File: src/rtl/maze_pkg.sv
// Shared constants and types for the maze run sequencer: direction encodings,
// grid bounds, completion status codes and sequencer states.
package maze_pkg;

    localparam int          GRID_SIZE = 10;
    localparam logic [3:0]  GRID_MAX  = 4'(GRID_SIZE - 1);

    localparam logic [3:0]  DIR_UP    = 4'b0001;
    localparam logic [3:0]  DIR_DOWN  = 4'b0010;
    localparam logic [3:0]  DIR_LEFT  = 4'b0100;
    localparam logic [3:0]  DIR_RIGHT = 4'b1000;

    typedef enum logic [1:0] {
        ST_OK       = 2'd0,
        ST_NO_PATH  = 2'd1,
        ST_TIMEOUT  = 2'd2,
        ST_BAD_PATH = 2'd3
    } status_t;

    typedef enum logic [2:0] {
        S_IDLE,
        S_LAUNCH,
        S_WAIT,
        S_PLAY,
        S_FIN
    } state_t;

endpackage

File: src/rtl/maze_step_calc.sv
// Combinational next-position and legality check for a single move on the grid.
module maze_step_calc
    import maze_pkg::*;
(
    input  logic [3:0] row,
    input  logic [3:0] col,
    input  logic [3:0] dir,
    output logic [3:0] next_row,
    output logic [3:0] next_col,
    output logic       legal
);

    always_comb begin
        next_row = row;
        next_col = col;
        legal    = 1'b0;
        // Anything other than one of the four one-hot codes is illegal.
        case (dir)
            DIR_UP: begin
                legal    = (row != 4'd0);
                next_row = row - 4'd1;
            end
            DIR_DOWN: begin
                legal    = (row < GRID_MAX);
                next_row = row + 4'd1;
            end
            DIR_LEFT: begin
                legal    = (col != 4'd0);
                next_col = col - 4'd1;
            end
            DIR_RIGHT: begin
                legal    = (col < GRID_MAX);
                next_col = col + 4'd1;
            end
            default: legal = 1'b0;
        endcase
    end

endmodule

File: src/rtl/maze_run_seq.sv
// Sequencer that launches a path-finding engine, waits for its verdict, then
// replays the found path one handshaked move at a time.
module maze_run_seq
    import maze_pkg::*;
#(
    parameter int TIMEOUT_CYCLES = 600000,
    parameter int START_ROW      = 9,
    parameter int START_COL      = 0,
    parameter int GOAL_ROW       = 0,
    parameter int GOAL_COL       = 9
) (
    input  logic       clk,
    input  logic       rst,
    input  logic       req,
    output logic       busy,
    output logic       eng_start,
    input  logic       eng_path_ready,
    input  logic       eng_no_path,
    input  logic [6:0] eng_path_length,
    output logic [6:0] path_idx,
    input  logic [3:0] path_dir,
    output logic       move_valid,
    output logic [3:0] move_dir,
    input  logic       move_ready,
    output logic [3:0] pos_row,
    output logic [3:0] pos_col,
    output logic       done,
    output logic [1:0] status
);

    localparam int         CW     = $clog2(TIMEOUT_CYCLES + 1);
    localparam logic [CW-1:0] CNT_LAST = CW'(TIMEOUT_CYCLES - 1);
    localparam logic [3:0] S_ROW  = 4'(START_ROW);
    localparam logic [3:0] S_COL  = 4'(START_COL);
    localparam logic [3:0] G_ROW  = 4'(GOAL_ROW);
    localparam logic [3:0] G_COL  = 4'(GOAL_COL);

    state_t        state, state_nxt;
    status_t       status_q, status_nxt;
    logic [3:0]    row_nxt, col_nxt;
    logic [6:0]    idx_nxt;
    logic [CW-1:0] cnt, cnt_nxt;
    logic [3:0]    step_row, step_col;
    logic          step_legal;

    maze_step_calc u_step (
        .row      (pos_row),
        .col      (pos_col),
        .dir      (path_dir),
        .next_row (step_row),
        .next_col (step_col),
        .legal    (step_legal)
    );

    assign busy      = (state != S_IDLE);
    assign eng_start = (state == S_LAUNCH);
    assign done      = (state == S_FIN);
    assign move_dir  = path_dir;
    assign status    = status_q;

    always_comb begin
        state_nxt  = state;
        status_nxt = status_q;
        row_nxt    = pos_row;
        col_nxt    = pos_col;
        idx_nxt    = path_idx;
        cnt_nxt    = cnt;
        move_valid = 1'b0;
        case (state)
            S_IDLE: begin
                // Run context is cleared on acceptance so LAUNCH already shows it.
                if (req) begin
                    state_nxt  = S_LAUNCH;
                    status_nxt = ST_OK;
                    row_nxt    = S_ROW;
                    col_nxt    = S_COL;
                    idx_nxt    = '0;
                    cnt_nxt    = '0;
                end
            end
            S_LAUNCH: state_nxt = S_WAIT;
            S_WAIT: begin
                if (cnt != CNT_LAST) cnt_nxt = cnt + 1'b1;
                if (eng_no_path) begin
                    state_nxt  = S_FIN;
                    status_nxt = ST_NO_PATH;
                end else if (eng_path_ready) begin
                    state_nxt = S_PLAY;
                end else if (cnt == CNT_LAST) begin
                    state_nxt  = S_FIN;
                    status_nxt = ST_TIMEOUT;
                end
            end
            S_PLAY: begin
                if (path_idx == eng_path_length) begin
                    state_nxt  = S_FIN;
                    status_nxt = (pos_row == G_ROW && pos_col == G_COL) ? ST_OK : ST_BAD_PATH;
                end else if (!step_legal) begin
                    state_nxt  = S_FIN;
                    status_nxt = ST_BAD_PATH;
                end else begin
                    move_valid = 1'b1;
                    if (move_ready) begin
                        row_nxt = step_row;
                        col_nxt = step_col;
                        idx_nxt = path_idx + 7'd1;
                    end
                end
            end
            S_FIN:   state_nxt = S_IDLE;
            default: state_nxt = S_IDLE;
        endcase
    end

    always_ff @(posedge clk) begin
        if (rst) begin
            state    <= S_IDLE;
            status_q <= ST_OK;
            pos_row  <= S_ROW;
            pos_col  <= S_COL;
            path_idx <= '0;
            cnt      <= '0;
        end else begin
            state    <= state_nxt;
            status_q <= status_nxt;
            pos_row  <= row_nxt;
            pos_col  <= col_nxt;
            path_idx <= idx_nxt;
            cnt      <= cnt_nxt;
        end
    end

endmodule
File: config.mk
export PLATFORM = sky130hd
export DESIGN_NAME = maze_run_seq
export DESIGN_NICKNAME = d
export VERILOG_FILES = /design/src/rtl/maze_pkg.sv /design/src/rtl/maze_step_calc.sv /design/src/rtl/maze_run_seq.sv
export SDC_FILE = /design/constraint.sdc
export NUM_CORES = 1
export LEC_CHECK = 0
export CAP_MARGIN = 20
export CORE_ASPECT_RATIO = 0.5
export CORE_MARGIN = 4
export CORE_UTILIZATION = 45
export CTS_CLUSTER_SIZE = 16
export DETAILED_ROUTE_END_ITERATION = 10
export DONT_BUFFER_PORTS = 1
export PLACE_DENSITY = 0.63
export SYNTH_ARGS = -nofsm -noshare
export SYNTH_HDL_FRONTEND = slang
export SYNTH_SLANG_ARGS = --single-unit
File: constraint.sdc
create_clock -name clk -period 2 [get_ports clk]
set_input_delay 0.2 -clock clk [delete_from_list [all_inputs] [get_ports clk]]
set_output_delay 0.2 -clock clk [all_outputs]
set_load 0.02 [all_outputs]
==> summary.md <==
| Metric | Value |
|---|---|
| Worst Hold Class | `in2reg` |
| Critical path startpoint category | `register` |
| Syn Area/Cell | `8.354 µm²` |
| Total track usage | `0.1799` |
| Worst R2R Setup Slack | `-0.02 ns` |
| Slew Limit Fails | `0` |
| Ant diodes | `0` |
| DIE AREA | `6776 µm²` |
| Via-to-Cell Ratio | `5.646` |
| Top_reg_cell synth | `dfxtp_1` |
| WHS | `0.07881 ns` |
| H-tree Lvls | `2` |
| Final min period | `2.105 ns` |
| Number of global-route vias before repair | `2121` |
| Status | `complete, but fails checks` |
| CP endpoint kind | `output port` |
| Register-to-Register Path Depth | `7` |
| Max stage delay on crit path | `0.52 ns` |
| Critical-path cell list | `or4_1 > a32o_2 > nand2b_4 > or3b_4 > inv_4` |
| Required @ worst endpoint | `1.80 ns` |
| Gate power share | `0.165` |
| Tcrit/Tclk final | `1.052` |
| Sw frac | `0.2623` |
| Iteration-0 DRC Markers | `134` |
| CTS tree | `done` |
| Cell count after synthesis | `294` |
| Synth async-reset ratio | `0` |
| RD Place Congestion | `0.8106` |
| Critical path's slowest cell | `or4_1` |
| Instance count on the critical path | `5` |
| Reg-to-Reg End | `path_idx[0]$_SDFFE_PP0P_` |
| Crit. Startpoint | `pos_col[3]$_SDFFE_PP0P_` |
| Clock Tree Root | `clkbuf_8` |
| Reg power frac | `0.445` |
| VDD IR max | `0.2682 mV` |
| Fmax | `475.2 MHz` |
| Total grt overflow | `0` |
| IO Pins | `42` |
| Core Rows | `18` |
| Initial Util | `0.4825` |
| Post-DR wirelength/cell | `14.95 µm` |
| Setup CP Type | `reg2out` |
| Yosys reg bits | `40` |
| Mapped cell area | `2456 µm²` |
| Largest net degree at the start of global routing | `14` |
| WL final | `5994 µm` |
| PortBufs | `0` |
| CTS clk-pin slew, worst paths | `0.08 ns` |
| Clock Skews | `0.007397 ns` |
| Residual DRC count | `0` |
| Rel. slew slack | `0.4793` |
| Net Count, Synth | `319` |
| Leak | `0.001134 µW` |
| Yosys warnings | `0` |
| Unrepaired setup endpoints after global routing | `true` |
| First-pass GRT wire length | `9915 µm` |
| Worst Path Arrival | `1.90 ns` |
| Cell Pwr Density | `625.9 nW/µm²` |
| CP delay by family, top | `simple AND/OR/NAND/NOR gates` |
| Clock buffer depth | `2` |
| Initial antenna violation count | `0` |
| Final setup viols | `6` |
| Setup ws final | `-0.1045 ns` |
| Post-route antenna net violation count | `0` |
| Tot Pwr | `1881 µW` |
| Failing checks | `setup timing` |
| DP Wirelength | `4336 µm` |
| Pint | `1388 µW` |
| Net Switching | `493.3 µW` |
| Area Growth Syn to Fin | `22.36%` |
| Fraction of layout cells with a size suffix above 1 | `0.2508` |
| Worst-Margin Slew | `0.7811 ns` |
| Clock Latency Late Sink | `0.30 ns` |
| CTS buffer count | `5` |
| MaxCap Viol Count | `0` |
| Clock power share | `0.390` |
| WP buf/inv | `1` |
| Total number of vias | `2264` |
| Die width | `112.5 µm` |
| Final #Nets | `355` |
| Sequential area share after synthesis | `0.3260` |
| Die Ht | `60.24 µm` |
| Core area | `5090 µm²` |
| Max Fanout on Critical Path | `3` |
| First drt pass iteration count | `4` |
| Placement Setup Slack | `0.005776 ns` |
| CP Capture Point | `move_valid` |
| Count of unique library cells instantiated by Yosys | `58` |
| Clk sink count | `40` |
| Final hold vios | `0` |
| Worst r2r src | `state[1]$_SDFFE_PP0P_` |
| Post-synth EDFFs | `0` |
cells in the mapped netlist (2+ instances only):
cell type  count  area (µm²)
dfxtp_1       40       800.8
nand2_1       29       108.9
a21oi_1       27       135.1
nor2_1        26       97.59
xnor2_1       23       201.4
nand3_1       13       65.06
inv_1         11       41.29
nor3_1        10       50.05
o21ai_0        8       40.04
clkbuf_1       7       26.28
ha_1           6       75.07
nand4_1        6       37.54
buf_4          5       37.54
nand2b_1       5       31.28
a31o_2         4       35.03
and2_1         4       25.02
nor3b_1        4       30.03
o31ai_1        4       30.03
xor2_1         4       35.03
and3_1         3       18.77
mux2i_1        3       30.03
a21boi_0       2       15.01
a21o_1         2       15.01
a21oi_2        2       17.52
a22o_1         2       17.52
a31oi_1        2       12.51
and4_1         2       17.52
fa_1           2       40.04
nor2b_1        2       12.51
nor4b_1        2       17.52
nor4b_4        2       47.55
o211ai_1       2       15.01
o21ai_1        2       10.01
or3_1          2       12.51
or3b_1         2       17.52
or4_1          2       15.01
cells in the final DEF (no fill, tap or decap), types with 5 or more instances in the layout:
cell,synthesis,routed
ha_1,6,6
inv_1,11,10
nor3_1,10,10
buf_4,5,40
dfxtp_1,40,35
clkbuf_8,0,7
a21oi_1,27,26
nand3_1,13,12
nor2_1,26,26
xnor2_1,23,23
o21ai_1,2,5
nand2_1,29,28
nand2b_1,5,5
nand4_1,6,6
flip-flops by register name, summed over array words and instances, names as in the netlist:
| name | cells |
|---|---|
| state | 3 |
| cnt | 20 |
| pos_col | 4 |
| status | 2 |
| path_idx | 7 |
| pos_row | 4 |
metrics by stage:
stage | setup TNS [ns] | std cells | area [µm²] | util
final | -0.1690 | 401 | 3005 | 0.5905
after global routing | -1.266 | 401 | 3005 | 0.5905
after CTS | -0.1576 | 395 | 2902 | 0.5701
after detailed placement | 0 | 383 | 2719 | 0.5342
after global placement | 0 | 383 | 2719 | 0.5342
after floorplan | 0 | 294 | 2470 | -
layout make-up:
cell class	instances	area, µm²
fillers	474	2085
repair buffers	42	320.3
well taps	70	87.58
clock inverters	1	30.03
flip-flops and latches	40	817.0
inverters	11	43.79
clock buffers	7	96.34
multi-input cells	230	1610
per-layer routing:
metal	up-vias	wire length, µm	GRT usage
met5	-	0	0
met4	0	51	0.05308
met3	5	260	0.04651
met2	51	2996	0.3294
met1	1087	2686	0.2125
li1	1121	-	-
power groups by stage:
stage | clock [µW] | sequential, µW | combinational (µW)
final | 733 | 837 | 311
after floorplan | 0 | 846 | 212
after detailed placement | 0 | 855 | 261
after CTS | 748 | 836 | 273
after global placement | 0 | 854 | 256
after global routing | 782 | 840 | 339
logic make-up after synthesis:
logic type,Yosys count,share of synthesized area
fa+ha+maj,8,0.04687
xor+xnor,27,0.09628
mux,3,0.01223
flops,40,0.3260
simple gates,123,0.2827
compound gates,69,0.1885
buf+inv,24,0.04738
worst min-delay path by stage:
stage                         from                  endpoint  slack [ns]  cells past startpoint
floorplan           eng_path_ready     state[2]$_SDFFE_PP0P_        0.29                      1
global placement               rst  path_idx[6]$_SDFFE_PP0P_        0.28                      1
CTS                            rst     state[2]$_SDFFE_PP0P_        0.07                      2
global route                   rst     state[2]$_SDFFE_PP0P_        0.07                      2
finish                         rst     state[2]$_SDFFE_PP0P_        0.08                      2
detailed placement             rst  path_idx[5]$_SDFFE_PP0P_        0.28                      1
repair_timing:
item | 4_1_cts | 5_1_grt
hold buffers | 2 | 0
setup endpoints to repair | 2 | 23
buffers inserted | 2 | 6
endpoints found under the hold margin | 7 | 0
pin swaps | 3 | 8
resized for setup | 7 | 17
No activity file was read; power rests on OpenSTA's default activity.
